==> src/rtl/cache_bus_arbiter.sv <==
// Shares one memory bus between the L1 instruction-miss and data-miss/writeback ports.
// Optional build macro CACHE_ARB_DATA_PRIORITY_EN: data port always wins on contention.
module cache_bus_arbiter #(
  parameter int BUS_DATA_WIDTH = 64,
  parameter int BUS_TAG_WIDTH  = 13,
  parameter int BEATS          = 8,
  parameter logic [BUS_TAG_WIDTH-1:0] TAG_READ  = 13'h1100,
  parameter logic [BUS_TAG_WIDTH-1:0] TAG_WRITE = 13'h1200
) (
  input  logic                      clk,
  input  logic                      reset,
  input  logic                      ireq_valid,
  input  logic [BUS_DATA_WIDTH-1:0] ireq_addr,
  output logic                      ireq_ready,
  output logic                      iresp_valid,
  output logic [BUS_DATA_WIDTH-1:0] iresp_data,
  output logic                      iresp_last,
  input  logic                      dreq_valid,
  input  logic                      dreq_write,
  input  logic [BUS_DATA_WIDTH-1:0] dreq_addr,
  output logic                      dreq_ready,
  input  logic [BUS_DATA_WIDTH-1:0] dwdata,
  output logic                      dwdata_ready,
  output logic                      dresp_valid,
  output logic [BUS_DATA_WIDTH-1:0] dresp_data,
  output logic                      dresp_last,
  output logic                      bus_reqcyc,
  input  logic                      bus_reqack,
  output logic [BUS_DATA_WIDTH-1:0] bus_req,
  output logic [BUS_TAG_WIDTH-1:0]  bus_reqtag,
  input  logic                      bus_respcyc,
  output logic                      bus_respack,
  input  logic [BUS_DATA_WIDTH-1:0] bus_resp,
  input  logic [BUS_TAG_WIDTH-1:0]  bus_resptag,
  output logic [1:0]                dbg_state
);

  // Handshakes: a requester holds *_valid until its one-cycle *_ready grant pulse;
  // bus transfers complete on cycles where cyc and ack are both high.
  typedef enum logic [1:0] {
    S_IDLE  = 2'd0,
    S_ADDR  = 2'd1,
    S_WDATA = 2'd2,
    S_RESP  = 2'd3
  } state_t;

  localparam logic [2:0] LAST_BEAT = 3'(BEATS - 1);

  state_t                    state_q, state_d;
  logic                      owner_q, owner_d;          // 1 = data port
  logic                      is_write_q, is_write_d;
  logic [2:0]                beat_q, beat_d;
  logic                      last_grant_q, last_grant_d; // 1 = data port
  logic [BUS_DATA_WIDTH-1:0] addr_q, addr_d;
  logic                      grant_i, grant_d;

  // Response tag is not needed with a single outstanding transaction.
  logic unused_resptag;
  assign unused_resptag = ^bus_resptag;

  // Grant is suppressed while reset is held so no request is consumed and lost.
  always_comb begin
    grant_i = 1'b0;
    grant_d = 1'b0;
    if (reset && state_q == S_IDLE) begin
      if (ireq_valid && dreq_valid) begin
`ifdef CACHE_ARB_DATA_PRIORITY_EN
        grant_d = 1'b1;
`else
        if (last_grant_q) grant_i = 1'b1;
        else              grant_d = 1'b1;
`endif
      end else if (ireq_valid) begin
        grant_i = 1'b1;
      end else if (dreq_valid) begin
        grant_d = 1'b1;
      end
    end
  end

`ifdef CACHE_ARB_DATA_PRIORITY_EN
  logic unused_last_grant;
  assign unused_last_grant = last_grant_q;
`endif

  always_ff @(posedge clk) begin
    if (!reset) begin
      state_q      <= S_IDLE;
      owner_q      <= 1'b0;
      is_write_q   <= 1'b0;
      beat_q       <= 3'd0;
      last_grant_q <= 1'b1;
      addr_q       <= '0;
    end else begin
      state_q      <= state_d;
      owner_q      <= owner_d;
      is_write_q   <= is_write_d;
      beat_q       <= beat_d;
      last_grant_q <= last_grant_d;
      addr_q       <= addr_d;
    end
  end

  always_comb begin
    state_d      = state_q;
    owner_d      = owner_q;
    is_write_d   = is_write_q;
    beat_d       = beat_q;
    last_grant_d = last_grant_q;
    addr_d       = addr_q;
    case (state_q)
      S_IDLE: begin
        if (grant_i) begin
          owner_d      = 1'b0;
          is_write_d   = 1'b0;
          addr_d       = ireq_addr;
          last_grant_d = 1'b0;
          state_d      = S_ADDR;
        end else if (grant_d) begin
          owner_d      = 1'b1;
          is_write_d   = dreq_write;
          addr_d       = dreq_addr;
          last_grant_d = 1'b1;
          state_d      = S_ADDR;
        end
      end
      S_ADDR: begin
        if (bus_reqack) begin
          beat_d  = 3'd0;
          state_d = is_write_q ? S_WDATA : S_RESP;
        end
      end
      S_WDATA: begin
        if (bus_reqack) begin
          beat_d = beat_q + 3'd1;
          if (beat_q == LAST_BEAT) state_d = S_IDLE;
        end
      end
      S_RESP: begin
        if (bus_respcyc) begin
          beat_d = beat_q + 3'd1;
          if (beat_q == LAST_BEAT) state_d = S_IDLE;
        end
      end
      default: state_d = S_IDLE;
    endcase
  end

  always_comb begin
    ireq_ready   = 1'b0;
    dreq_ready   = 1'b0;
    iresp_valid  = 1'b0;
    iresp_data   = '0;
    iresp_last   = 1'b0;
    dresp_valid  = 1'b0;
    dresp_data   = '0;
    dresp_last   = 1'b0;
    dwdata_ready = 1'b0;
    bus_reqcyc   = 1'b0;
    bus_req      = '0;
    bus_reqtag   = '0;
    bus_respack  = 1'b0;
    case (state_q)
      S_IDLE: begin
        ireq_ready = grant_i;
        dreq_ready = grant_d;
      end
      S_ADDR: begin
        bus_reqcyc = 1'b1;
        bus_req    = addr_q;
        bus_reqtag = is_write_q ? TAG_WRITE : TAG_READ;
      end
      S_WDATA: begin
        bus_reqcyc   = 1'b1;
        bus_req      = dwdata;
        bus_reqtag   = TAG_WRITE;
        dwdata_ready = bus_reqack;
      end
      S_RESP: begin
        bus_respack = bus_respcyc;
        if (owner_q) begin
          dresp_valid = bus_respcyc;
          dresp_data  = bus_resp;
          dresp_last  = bus_respcyc && (beat_q == LAST_BEAT);
        end else begin
          iresp_valid = bus_respcyc;
          iresp_data  = bus_resp;
          iresp_last  = bus_respcyc && (beat_q == LAST_BEAT);
        end
      end
      default: ;
    endcase
  end

  assign dbg_state = state_q;

endmodule

==> config.mk <==
export PLATFORM = sky130hd
export DESIGN_NAME = cache_bus_arbiter
export DESIGN_NICKNAME = d
export VERILOG_FILES = /design/src/rtl/cache_bus_arbiter.sv
export SDC_FILE = /design/constraint.sdc
export NUM_CORES = 1
export LEC_CHECK = 0
export BUFFER_PORTS_ARGS = -buffer_cell sky130_fd_sc_hd__buf_2
export CAP_MARGIN = 20
export CELL_PAD_IN_SITES_DETAIL_PLACEMENT = 1
export CELL_PAD_IN_SITES_GLOBAL_PLACEMENT = 1
export CORE_AREA = 2 2 193 195
export CTS_BUF_LIST = sky130_fd_sc_hd__clkbuf_16
export CTS_CLUSTER_DIAMETER = 40
export DETAILED_ROUTE_END_ITERATION = 10
export DIE_AREA = 0 0 195 197
export PLACE_DENSITY_LB_ADDON = 0.1
export SYNTH_ARGS = -nofsm -noshare
export SYNTH_HDL_FRONTEND = slang
export SYNTH_SLANG_ARGS = --single-unit
export TNS_END_PERCENT = 50
==> constraint.sdc <==
create_clock -name clk -period 4.5 [get_ports clk]
set_clock_uncertainty 0.05 [all_clocks]
set_input_delay 0.225 -clock clk [delete_from_list [all_inputs] [get_ports clk]]
set_output_delay 0.225 -clock clk [all_outputs]
set_load 0.03 [all_outputs]
==> impl_metrics.csv <==
group,metric,value,unit
sta,slew_violations,0,
placement,dp_hpwl,25000,microns
grt,grt_start_max_net_pins,73,
grt,grt_pass1_wl,51200,microns
die,die_w,195,microns
sta,slew_headroom,38.1,%
placement,postPlaceCellArea,0.00831,sq mm
cells_and_area,fin_util,23.8,%
cells_and_area,syn_to_final_growth,51.5,%
sta,final-setup-viol-count,0,
detailed_routing,dr.pass1.iters,4,
outcome,status,"complete, no violations",
cells_and_area,layout-drive-gt1-share,44.1,%
cts,cts_tree,"built",
detailed_routing,routedWlPerCell,21.2,microns
detailed_routing,wl,34500,microns
setup_path,worstPathArrival,2670,ps
sta,fin_crit,2950,ps
cells_and_area,design_area,0.00864,sq mm
die,row_count,70,
setup_path,critPathMaxFanout,42,
die,dieHeight,197,microns
sta,hold_viol,0,
cts,clockRootBuffer,"clkbuf_16",
cts,cts_resized,0,
cts,clockBufferDepth,2,
cts,ctsHoldBuffers,0,
detailed_routing,first_iter_violations,282,
power,p_leak,0.00428,uW
die,ioPinCount,492,
cells_and_area,final_nets,1433,
detailed_routing,viasPerCell,4.62,
sta,finalCritPeriodShare,65.5,%
hold_path,hold_class,"in2reg",
flow_run,maxCapViolCount,0,
synthesis,syn-instance-count,765,
sta,rsz0062_at_grt,"no",
synthesis,ys_seq_area_share,25.3,%
power,powerDensity,386,mW/mm^2
synthesis,synth_area_per_cell,7.46,sq um
grt,grt_use_total,17.4,%
detailed_routing,route.detailed.drc,0,
sta,tns,0,ps
cts,h-tree-depth,3,
sta,tightest_slew,929,ps
setup_path,cp-end-kind,"output pin",
setup_path,start_kind,"flop",
cts,clock_latency,340,ps
sta,fmax,339,MHz
synthesis,yosysUniqueCellTypes,33,
cts,post_cts_buffers,0,
detailed_routing,via_count,7531,
setup_path,cp.required,4220,ps
grt,grt_pass1_vias,7825,
die,die_area,0.0384,sq mm
grt,overflow,0,
power,ir_drop,0.000169,V
cts,clk_pin_slew_worst_paths,80,ps
cts,cts.sinks,72,
cts,numCtsBuffers,9,
synthesis,synth-seq-cells,72,
grt,antenna_found_initial,8,
synthesis,syn_area,0.00570,sq mm
die,core,0.0363,sq mm
die,initial_core_util,15.7,%
placement,gp_congestion,0.786,
detailed_routing,ant_nets,0,
sta,whs,85.4,ps
placement,port_buffers,468,
synthesis,ys.warnings.count,0,
setup_path,critPathKind,"reg2out",
==> where the power goes <==
part	internal [uW]	switching (uW)
clock	488	334
sequential	773	96.4
combinational	542	1100
==> cell type report <==
type                            instances  area (sq um)
Antenna cell                            7          17.5
Clock buffer                            9           225
Clock inverter                          7          93.8
Fill cell                            4526         27600
Inverter                                5          18.8
Multi-Input combinational cell        579          3810
Sequential cell                        72          1440
Tap cell                              468           586
Timing Repair Buffer                  482          2450
==> per-stage QoR <==
step                setup WS, ps  instances  total power, uW
floorplan                   2050        774             1970
global placement            1840       1606             2570
detailed placement          1830       1606             2580
CTS                         1440       1622             3430
global route                1260       1626             3590
finish                      1550       1629             3340
==> routing by layer <==
layer	up-vias	track usage, %	part of all wire [%]
met4	4	5.99	2.2
met5	-	0	0.075
met3	33	3.76	6.0
met1	3577	20.1	40
li1	3650	-	-
met2	267	31.7	51
==> logic make-up after synthesis <==
logic type | count (synthesis) | share of synthesized area, %
AND/OR/NAND/NOR | 283 | 30.9
buffers and inverters | 123 | 9.52
flip-flops | 72 | 25.3
other | 1 | 0.0657
multiplexers | 2 | 0.351
AO/OA/AOI/OAI | 276 | 32.2
adder cells (fa/ha/maj) | 8 | 1.75
==> final timing paths <==
| path | from | endpoint | slack [ps] | cells past startpoint |
|---|---|---|---|---|
| worst min register to register | beat_q[2]$_SDFFE_PN0P_ | beat_q[2]$_SDFFE_PN0P_ | 420 | 2 |
| worst max-delay path | dbg_state[0]$_SDFFE_PN0P_ | bus_req[35] | 1550 | 5 |
| worst max register to register | dbg_state[0]$_SDFFE_PN0P_ | addr_q[15]$_SDFFE_PN0P_ | 1930 | 6 |
| worst min-delay path | dreq_addr[33] | addr_q[33]$_SDFFE_PN0P_ | 90 | 3 |
==> Yosys cell counts <==
| cell | number | area (sq um) |
|---|---|---|
| nand2b_1 | 1 | 6.26 |
| and2_1 | 69 | 432 |
| buf_1 | 9 | 33.8 |
| a22oi_1 | 64 | 480 |
| a21oi_1 | 5 | 25.0 |
| buf_4 | 13 | 97.6 |
| conb_1 | 1 | 3.75 |
| o31ai_1 | 67 | 503 |
| nand3_1 | 1 | 5.00 |
| clkbuf_1 | 75 | 282 |
| and3_1 | 67 | 419 |
| inv_2 | 1 | 3.75 |
| o211ai_1 | 1 | 7.51 |
| buf_2 | 20 | 100 |
| o21bai_1 | 1 | 7.51 |
| o31a_1 | 1 | 8.76 |
| o21ba_4 | 1 | 16.3 |
| a31oi_1 | 64 | 400 |
| ha_1 | 8 | 100 |
| nand4_1 | 65 | 407 |
| inv_1 | 4 | 15.0 |
| and4_1 | 1 | 8.76 |
| dfxtp_1 | 72 | 1440 |
| o211a_1 | 2 | 20.0 |
| buf_6 | 1 | 11.3 |
| nor2b_1 | 69 | 432 |
| or4_1 | 3 | 22.5 |
| nand2_1 | 6 | 22.5 |
| mux2i_1 | 2 | 20.0 |
| a21boi_0 | 2 | 15.0 |
| and2b_1 | 1 | 7.51 |
| o21ai_0 | 67 | 335 |
| a2111oi_2 | 1 | 15.0 |
==> cells in the final DEF (no fill, tap or decap), types with 64 or more instances in the layout <==
master / netlist / final
dfxtp_1: 72 / 72
o31ai_1: 67 / 67
a22oi_1: 64 / 64
and2_1: 69 / 68
and3_1: 67 / 67
buf_2: 20 / 468
a31oi_1: 64 / 64
nand4_1: 65 / 65
nor2b_1: 69 / 68
o21ai_0: 67 / 67
==> flip-flops by register name (all words and copies together), names as in the netlist <==
register and flops:
owner_q 1, dbg_state 2, addr_q 64, beat_q 3
is_write_q 1, last_grant_q 1
==> worst max-delay path: stages (launching register included) <==
cell and delay (ps):
dfxtp_1 480, inv_1 160, ha_2 840, buf_4 390, nor2b_1 210, buf_2 220
No activity file was read; power rests on OpenSTA's default activity.
